==> src/rtl/frame_sequencer.sv <==
// Per-frame camera sequencer: moves the camera by button input, starts the environment
// stream, waits for stream and obstacle collection, then commits the new camera position.
module frame_sequencer #(
  parameter int WORLD_BITS     = 18,
  parameter int CAM_STEP       = 5,
  parameter int CAM_MIN        = -100000,
  parameter int CAM_MAX        = 100000,
  parameter int CAM_INIT_X     = 640,
  parameter int CAM_INIT_Y     = 360,
  parameter int TIMEOUT_CYCLES = 1000000
) (
  input  logic                         clk_in,
  input  logic                         rst_in,
  input  logic                         new_frame_in,
  input  logic [3:0]                   btn_in,
  output logic                         env_start_out,
  input  logic                         env_done_in,
  input  logic                         obs_done_in,
  output logic signed [WORLD_BITS-1:0] camera_x_out,
  output logic signed [WORLD_BITS-1:0] camera_y_out,
  output logic signed [WORLD_BITS-1:0] pending_x_out,
  output logic signed [WORLD_BITS-1:0] pending_y_out,
  output logic                         swap_out,
  output logic                         busy_out,
  output logic                         timeout_out,
  output logic [7:0]                   drops_out,
  output logic [1:0]                   state_out
);

  localparam int CNT_BITS = $clog2(TIMEOUT_CYCLES + 1);
  localparam logic signed [WORLD_BITS:0]   MIN_W  = CAM_MIN[WORLD_BITS:0];
  localparam logic signed [WORLD_BITS:0]   MAX_W  = CAM_MAX[WORLD_BITS:0];
  localparam logic signed [WORLD_BITS-1:0] STEP_W = CAM_STEP[WORLD_BITS-1:0];
  localparam logic signed [WORLD_BITS-1:0] INIT_X = CAM_INIT_X[WORLD_BITS-1:0];
  localparam logic signed [WORLD_BITS-1:0] INIT_Y = CAM_INIT_Y[WORLD_BITS-1:0];
  localparam logic [CNT_BITS-1:0]          CNT_LAST = CNT_BITS'(TIMEOUT_CYCLES - 1);

  typedef enum logic [1:0] {IDLE = 2'd0, STREAM = 2'd1, COLLECT = 2'd2, COMMIT = 2'd3} state_t;

  state_t                        state, state_nxt;
  logic signed [WORLD_BITS-1:0]  cam_x_nxt, cam_y_nxt, pend_x_nxt, pend_y_nxt;
  logic signed [WORLD_BITS-1:0]  dx, dy, move_x, move_y;
  logic                          env_start_nxt, swap_nxt, busy_nxt, timeout_nxt;
  logic                          obs_seen, obs_seen_nxt;
  logic [CNT_BITS-1:0]           cnt, cnt_nxt;
  logic [7:0]                    drops_nxt;
  logic                          cnt_expired;

  // Sum one extra bit wide so an overflow past the bounds clamps instead of wrapping.
  function automatic logic signed [WORLD_BITS-1:0] clamp_add(
    input logic signed [WORLD_BITS-1:0] base,
    input logic signed [WORLD_BITS-1:0] step
  );
    logic signed [WORLD_BITS:0] sum;
    sum = $signed({base[WORLD_BITS-1], base}) + $signed({step[WORLD_BITS-1], step});
    if (sum > MAX_W)      return MAX_W[WORLD_BITS-1:0];
    else if (sum < MIN_W) return MIN_W[WORLD_BITS-1:0];
    else                  return sum[WORLD_BITS-1:0];
  endfunction

  always_comb begin
    dx = '0;
    dy = '0;
    if (btn_in[3])      dx = -STEP_W;
    else if (btn_in[2]) dx = STEP_W;
    else if (btn_in[1]) dy = -STEP_W;
    else if (btn_in[0]) dy = STEP_W;
  end

  assign move_x      = clamp_add(camera_x_out, dx);
  assign move_y      = clamp_add(camera_y_out, dy);
  assign cnt_expired = (cnt >= CNT_LAST);
  assign state_out   = state;

  always_comb begin
    state_nxt     = state;
    cam_x_nxt     = camera_x_out;
    cam_y_nxt     = camera_y_out;
    pend_x_nxt    = pending_x_out;
    pend_y_nxt    = pending_y_out;
    env_start_nxt = 1'b0;
    swap_nxt      = 1'b0;
    timeout_nxt   = 1'b0;
    obs_seen_nxt  = obs_seen;
    cnt_nxt       = cnt;
    drops_nxt     = drops_out;

    if (new_frame_in && (state != IDLE) && (drops_out != 8'hFF))
      drops_nxt = drops_out + 8'd1;

    case (state)
      IDLE: begin
        if (new_frame_in) begin
          pend_x_nxt    = move_x;
          pend_y_nxt    = move_y;
          env_start_nxt = 1'b1;
          cnt_nxt       = '0;
          obs_seen_nxt  = 1'b0;
          state_nxt     = STREAM;
        end
      end
      STREAM: begin
        cnt_nxt = cnt + 1'b1;
        if (obs_done_in) obs_seen_nxt = 1'b1;
        // A done input beats an expiring counter in the same cycle.
        if (env_done_in) begin
          state_nxt = COLLECT;
        end else if (cnt_expired) begin
          state_nxt    = IDLE;
          timeout_nxt  = 1'b1;
          pend_x_nxt   = camera_x_out;
          pend_y_nxt   = camera_y_out;
          obs_seen_nxt = 1'b0;
        end
      end
      COLLECT: begin
        cnt_nxt = cnt + 1'b1;
        if (obs_done_in || obs_seen) begin
          cam_x_nxt = pending_x_out;
          cam_y_nxt = pending_y_out;
          swap_nxt  = 1'b1;
          state_nxt = COMMIT;
        end else if (cnt_expired) begin
          state_nxt    = IDLE;
          timeout_nxt  = 1'b1;
          pend_x_nxt   = camera_x_out;
          pend_y_nxt   = camera_y_out;
          obs_seen_nxt = 1'b0;
        end
      end
      COMMIT: begin
        state_nxt    = IDLE;
        obs_seen_nxt = 1'b0;
      end
      default: state_nxt = IDLE;
    endcase

    busy_nxt = (state_nxt != IDLE);
  end

  always_ff @(posedge clk_in or posedge rst_in) begin
    if (rst_in) begin
      state         <= IDLE;
      camera_x_out  <= INIT_X;
      camera_y_out  <= INIT_Y;
      pending_x_out <= INIT_X;
      pending_y_out <= INIT_Y;
      env_start_out <= 1'b0;
      swap_out      <= 1'b0;
      busy_out      <= 1'b0;
      timeout_out   <= 1'b0;
      drops_out     <= 8'd0;
      obs_seen      <= 1'b0;
      cnt           <= '0;
    end else begin
      state         <= state_nxt;
      camera_x_out  <= cam_x_nxt;
      camera_y_out  <= cam_y_nxt;
      pending_x_out <= pend_x_nxt;
      pending_y_out <= pend_y_nxt;
      env_start_out <= env_start_nxt;
      swap_out      <= swap_nxt;
      busy_out      <= busy_nxt;
      timeout_out   <= timeout_nxt;
      drops_out     <= drops_nxt;
      obs_seen      <= obs_seen_nxt;
      cnt           <= cnt_nxt;
    end
  end

endmodule

==> config.mk <==
export PLATFORM = sky130hd
export DESIGN_NAME = frame_sequencer
export DESIGN_NICKNAME = d
export VERILOG_FILES = /design/src/rtl/frame_sequencer.sv
export SDC_FILE = /design/constraint.sdc
export NUM_CORES = 1
export LEC_CHECK = 0
export CORE_MARGIN = 8
export CORE_UTILIZATION = 25
export DETAILED_ROUTE_END_ITERATION = 10
export GPL_TIMING_DRIVEN = 0
export PLACE_DENSITY = 0.51
export SLEW_MARGIN = 20
export SYNTH_ARGS = -nofsm -noshare
export SYNTH_HDL_FRONTEND = slang
export SYNTH_SLANG_ARGS = --single-unit
==> constraint.sdc <==
create_clock -name clk_in -period 7.6 [get_ports clk_in]
set_input_delay 1.14 -clock clk_in [delete_from_list [all_inputs] [get_ports clk_in]]
set_output_delay 1.14 -clock clk_in [all_outputs]
set_load 0.02 [all_outputs]
==> summary.txt, run 1 <==
Outcome
  – Status: complete, no violations

Global routing
  – GRT Util Overall: 0.135
  – Vias in the first global route: 6448
  – Largest net degree at the start of global routing: 75
  – First-pass GRT wire length: 36.6 mm
  – Initial antenna violation count: 0
  – Total grt overflow: 0

STA
  – # setup viols final: 0
  – Final hold vios: 0
  – Max frequency: 166 MHz
  – Final period utilization: 0.794
  – Final setup TNS: 0 ns
  – Slew margin rel.: 0.307
  – Min Tclk post-route: 6.03 ns
  – Worst setup margin: 1.57 ns
  – Unrepaired setup endpoints after global routing: false
  – Hold_ws: 0.468 ns
  – Worst Skew: 0.0128 ns
  – Slew Limit Fails: 0
  – Slew @ Worst Pin: 1.03 ns

Place
  – Placed Instances: 1337
  – Cell Area, Placed: 8680 sq um
  – Post-place setup slack: 1.21 ns
  – GP Congestion: 0.854
  – Post-DP HPWL: 17.5 mm
  – PortBufs: 94

CTS
  – Clock root cell: clkbuf_16
  – Worst skew pair latency: 0.36 ns
  – Total CTS buffers: 9
  – Post-CTS Resized: 0
  – Clock tree buffer depth: 2
  – H-tree depth: 3
  – Hold_buf cts: 0
  – CTS clock-pin slew for the worst setup and hold paths: 0.08 ns
  – Post-CTS Setup Bufs: 0
  – Sink Count: 107
  – TritonCTS clock tree: yes

Yosys
  – Asr flop ratio synth: 1.00
  – Warnings, synthesis: 0
  – Sequential fraction of the synthesis area: 0.372
  – Synthesized instance count: 858
  – EDFF count, synth: 0
  – Avg Synthesized Cell Area: 8.43 sq um
  – Post-synthesis sequential element count: 107
  – Syn_nets: 911
  – Post-synthesis cell area: 7230 sq um
  – Library cells used by synthesis: 73
  – Most used flip-flop cell after synthesis: dfrtp_1

Die
  – Total die area: 34600 sq um
  – Vert. Die Dim: 186 um
  – Initial core utilization: 0.253
  – Row Count: 62
  – # IOs: 95
  – Core area: 28600 sq um
  – Die width: 186 um

Power and ir drop
  – Pwr dens: 463 nW/um^2
  – Switching Fraction: 0.501
  – Comb pwr share: 0.632
  – Sequential power share: 0.253
  – Pwr Total: 4.15 mW
  – P_leak: 3.91 nW
  – Net switching power: 2.08 mW
  – Cell Int Power: 2.07 mW
  – Highest ir drop seen on vdd: 0.155 mV
  – Clock power frac: 0.115

Worst setup path
  – R2r startpoint: camera_x_out[7]
  – WP data arrival: 6.34 ns
  – CP Max Fanout: 19
  – Critical Path Start Type: input port
  – CP startpoint: btn_in[3]
  – Worst reg2reg path depth: 12
  – CP endpoint kind: flip-flop
  – Crit path required time: 7.90 ns
  – R2R Path End: pending_x_out[3]
  – Reg2Reg Setup Slack: 3.62 ns
  – Setup CP Type: input port to flip-flop
  – CP endpoint: pending_y_out[3]

Detailed routing
  – Routed Antenna Nets: 0
  – DRC Markers: 0
  – First-pass DRT Iterations: 5
  – Vias per inst: 4.91
  – Drt total wl: 23.0 mm
  – Via Count: 6647
  – Starting DRT DRC Count: 404
  – Drt wl/cell: 17.0 um

Finish
  – Finished Layout Cells: 1353
  – Commonest non-fill, non-tap cells in the layout: 170 x nand2_1, 95 x dfrtp_1, 94 x clkdlybuf4s50_1
  – Layout cells sized above 1: 0.0660
  – Commonest non-fill, non-tap cell in the layout: nand2_1
  – Antenna cells: 0
  – Nets: 1017
  – Area Growth Syn to Fin: 24.1%
  – Finished Core Util: 0.313
  – Final Cell Area: 8970 sq um
  – # fillers: 2979

Worst hold path
  – Hold Path Class: flip-flop to flip-flop

Run
  – Max-Cap Viols: 0
## layer usage
metal,wire [um],share of wire,GRT usage
met3,1250,0.054,0.0262
met1,10700,0.47,0.180
met4,307,0.013,0.0330
met2,10700,0.47,0.221
met5,0,0,0
## worst min path at each step
stage	from	to	slack (ns)	cells past startpoint
after floorplan	cnt[0]	cnt[0]	0.48	1
after detailed placement	pending_x_out[7]	camera_x_out[7]	0.46	2
final	pending_x_out[7]	camera_x_out[7]	0.47	2
after global routing	pending_x_out[9]	camera_x_out[9]	0.50	2
after global placement	pending_x_out[9]	camera_x_out[9]	0.46	2
after CTS	pending_x_out[9]	camera_x_out[9]	0.48	2
## logic make-up after synthesis
logic type	Yosys count	synth area share
multiplexers	4	0.00571
AND/OR/NAND/NOR	377	0.249
buffers and inverters	64	0.0379
AO/OA/AOI/OAI	220	0.205
flip-flops	107	0.372
XOR/XNOR	41	0.0497
adder cells (fa/ha/maj)	45	0.0796
## synth_stat cells, types with 10 or more instances
cell	count	area share
nand3b_1	10	0.010
xnor2_1	23	0.028
nand2_1	170	0.088
dfstp_2	12	0.044
and3_1	20	0.017
dfrtp_1	95	0.33
nand4_1	12	0.010
clkbuf_1	29	0.015
ha_1	42	0.073
xor2_1	18	0.022
nor3_1	13	0.0090
nor2_1	59	0.031
a21oi_1	56	0.039
inv_1	26	0.013
o21ai_0	47	0.033
nand3_1	31	0.021
## layout make-up
| cell class | instances | area [sq um] | area share |
|---|---|---|---|
| timing repair buffer | 95 | 968 | 0.108 |
| buffer | 38 | 176 | 0.0197 |
| clock buffer | 9 | 225 | 0.0251 |
| tap | 384 | 480 | 0.0535 |
| multi-input combinational | 687 | 4260 | 0.475 |
| inverter | 26 | 103 | 0.0114 |
| clock inverter | 7 | 63.8 | 0.00711 |
| sequential | 107 | 2690 | 0.300 |
## state kept, by name (all words and copies together) (netlist names)
name / cells
state_out: 2
pending_y_out: 18
camera_x_out: 18
camera_y_out: 18
pending_x_out: 18
drops_out: 8
timeout_out: 1
obs_seen: 1
swap_out: 1
busy_out: 1
env_start_out: 1
cnt: 20
## worst max-delay path, stage by stage
cell             delay [ns]
clkdlybuf4s50_1        0.85
nor2_1                 0.35
nand2_1                0.14
inv_1                  0.50
ha_1                   0.39
buf_6                  0.16
and3_4                 0.17
a211oi_1               0.43
o2111ai_1              0.21
a211oi_2               0.33
o211ai_1               0.13
or2_0                  0.21
o2111a_1               0.26
nor4b_4                0.67
buf_6                  0.24
a31o_1                 0.15
## power groups by stage
stage	sequential [mW]	clock, mW	combinational [mW]
2_1_floorplan	1.21	0	1.47
3_3_place_gp	1.06	0	2.61
3_5_place_dp	1.06	0	2.63
4_1_cts	1.06	0.496	2.64
5_1_grt	1.09	0.518	2.89
6_report	1.05	0.478	2.62
Note: power is estimated with default switching activity, not from simulation.
==> inputs of run 2 (changes only) <==
Settings changed: PLACE_DENSITY 0.51 to 0.53.
Clock period 7.6 ns to 4.9 ns, I/O delays scaled along.
==> run 2 against run 1 <==
Compared with the run above: global-route usage is essentially flat; highest routed layer unchanged; first-iteration DRC count grew 1.2%; non-clock buffer count grew 5; largest power group unchanged; critical endpoint is now pending_y_out[11].
==> summary.txt, run 2 (synthesis gave the netlist of run 1 again) <==
Outcome
  – Status: complete, no violations

Worst setup path
  – CP startpoint: btn_in[2]
  – CP Max Fanout: 7 (-12)
  – R2R Path End: pending_x_out[4]
  – Crit path required time: 5.15 ns (-2.75 ns)
  – Reg2Reg Setup Slack: 0.98 ns (-2.64 ns)
  – WP data arrival: 4.83 ns (-1.51 ns)
  – CP endpoint: pending_y_out[11]
  – Worst reg2reg path depth: 12 (unchanged)
  – Critical Path Start Type: input port
  – Crit-path cells: clkdlybuf4s50_1 -> nor2_1 -> nand2_2 -> clkinvlp_4 -> ha_1 -> clkbuf_1 -> o21ai_0 -> or4b_2 -> nand3_1 -> o41ai_1 -> a21o_1 -> a2bb2oi_1 -> o2111a_1 -> nor4b_4 -> buf_4 -> buf_12 -> a221o_1
  – Setup CP Type: input port to flip-flop
  – CP endpoint kind: flip-flop
  – Critical path depth: 17 (+1)
  – Max stage delay on crit path: 0.64 ns (-0.21 ns)
  – R2r startpoint: camera_x_out[7]
  – Crit path buffers/inverters: 5 (+1)
  – Slowest-stage cell, CP: or4b_2
  – Delay-heaviest family, CP: compound AO/OA/AOI/OAI gates

Finish
  – Commonest non-fill, non-tap cells in the layout: 169 x nand2_1, 95 x dfrtp_1, 93 x clkdlybuf4s50_1
  – Antenna cells: 0 (unchanged)
  – Register Area: 2690 sq um (unchanged)
  – Most flops, register: cnt
  – Layout cells sized above 1: 0.0810 (+0.0150)
  – Multi-input gate area: 4290 sq um (+0.65%)
  – Area Growth Syn to Fin: 25.3%
  – Commonest non-fill, non-tap cell in the layout: nand2_1
  – Finished Core Util: 0.316 (+0.00293)
  – Nets: 1023 (+0.59%)
  – # fillers: 3017 (+1.3%)
  – Largest register FFs: 20 (unchanged)

Place
  – PortBufs: 94 (unchanged)
  – Post-DP HPWL: 17.4 mm (-0.20%)
  – GP Congestion: 0.860 (+0.67%)

Detailed routing
  – Via Count: 6684 (+0.56%)
  – Vias per inst: 4.92 (+0.11%)
  – DRC Markers: 0 (unchanged)
  – First-pass DRT Iterations: 5 (unchanged)
  – Drt total wl: 23.0 mm (about the same)
  – Starting DRT DRC Count: 409 (+1.2%)
  – Routed Antenna Nets: 0 (unchanged)
  – Drt wl/cell: 16.9 um (-0.54%)

Die
  – Initial core utilization: 0.253 (unchanged)
  – # IOs: 95 (unchanged)
  – Row Count: 62 (unchanged)
  – Total die area: 34600 sq um (unchanged)
  – Core area: 28600 sq um (unchanged)
  – Die width: 186 um (unchanged)
  – Vert. Die Dim: 186 um (unchanged)

CTS
  – Clock root cell: clkbuf_16
  – Clock tree buffer depth: 2 (unchanged)
  – Sink Count: 107 (unchanged)
  – TritonCTS clock tree: yes
  – H-tree depth: 3 (unchanged)
  – Hold_buf cts: 0 (unchanged)
  – CTS clock-pin slew for the worst setup and hold paths: 0.08 ns (about the same)
  – Worst skew pair latency: 0.36 ns (about the same)
  – Total CTS buffers: 9 (unchanged)

STA
  – Final hold vios: 0 (unchanged)
  – Max frequency: 218 MHz
  – Final period utilization: 0.935
  – Worst Skew: 0.00567 ns (-0.00714 ns)
  – Slew @ Worst Pin: 1.07 ns (+0.0335 ns)
  – Min Tclk post-route: 4.58 ns
  – Hold_ws: 0.465 ns (-0.00334 ns)
  – Final setup TNS: 0 ns (unchanged)
  – Unrepaired setup endpoints after global routing: false
  – # setup viols final: 0 (unchanged)
  – Slew margin rel.: 0.284 (-0.0225)
  – Slew Limit Fails: 0 (unchanged)

Power and ir drop
  – Pwr dens: 714 nW/um^2 (+54%)
  – Pwr Total: 6.47 mW (+56%)
  – Highest ir drop seen on vdd: 0.247 mV (+59%)
  – P_leak: 3.92 nW (+0.32%)

Global routing
  – Initial antenna violation count: 0 (unchanged)
  – First-pass GRT wire length: 36.7 mm (+0.41%)
  – Vias in the first global route: 6510 (+0.96%)
  – Largest net degree at the start of global routing: 69 (-8.0%)
  – Total grt overflow: 0 (unchanged)
  – GRT Util Overall: 0.135 (+0.000393)

Run
  – Max-Cap Viols: 0 (unchanged)

Worst hold path
  – Hold Path Class: flip-flop to flip-flop
run 2: cell count changes in the layout (fill, tap and decap cells not counted), sizes merged:
cell	previous run	this run
clkdlybuf4s50	94	93
buf	10	16
clkinv	2	0
clkinvlp	0	5
inv	31	29
run 2: how the worst min path moves through the flow:
stage | start | end | slack, ns | cells past startpoint
after floorplan | cnt[0] | cnt[0] | 0.48 | 1
after global placement | pending_x_out[7] | camera_x_out[7] | 0.45 | 2
after detailed placement | pending_x_out[7] | camera_x_out[7] | 0.46 | 2
after CTS | pending_x_out[7] | camera_x_out[7] | 0.47 | 2
after global routing | pending_x_out[7] | camera_x_out[7] | 0.50 | 2
final | pending_x_out[7] | camera_x_out[7] | 0.47 | 2
run 2: final cells by class:
type	count	share of cell area
flip-flops and latches	107	0.297
inverters	26	0.0117
plain buffers	37	0.0193
repair inverters	1	0.000553
well taps	384	0.0531
repair buffers	101	0.113
clock buffers	9	0.0249
multi-input cells	687	0.474
clock inverters	7	0.00663
run 2: repair_timing:
item,in CTS,in global routing
gates resized for setup,4,10
setup buffers,4,2
setup endpoints to repair,32,17
pin swaps,1,0
cloned,0,1
run 2: per-stage QoR:
stage               area (sq um)  cells  setup WS, ns
floorplan                   7230    858         0.904
global placement            8650   1336         -1.17
detailed placement          8680   1337         -1.14
CTS                         9020   1357         0.133
global route                9060   1359         0.107
finish                      9060   1359         0.320
run 2: worst register-to-register path: stages (launching register included):
cell      delay [ns]
dfstp_2         0.56
ha_1            0.22
buf_2           0.18
a21oi_1         0.26
o21ai_0         0.22
a221oi_1        0.41
nand2_1         0.11
xor2_1          0.18
nor4_1          0.47
a21oi_1         0.14
a2111o_1        0.54
buf_2           0.27
o31ai_1         0.26
run 2: metal layers:
| layer | GRT usage | share of wire | wire [um] |
|---|---|---|---|
| met5 | 0 | 0 | 0 |
| met4 | 0.0410 | 0.020 | 450 |
| met3 | 0.0264 | 0.054 | 1250 |
| met2 | 0.217 | 0.46 | 10500 |
| met1 | 0.181 | 0.47 | 10800 |
run 2: power breakdown:
part	internal [mW]	switching [mW]	leakage (nW)	total [mW]
Combinational	1.65	2.47	2.44	4.12
Sequential	1.25	0.377	1.35	1.63
Clock	0.355	0.366	0.131	0.721
Total	3.25	3.21	3.92	6.47
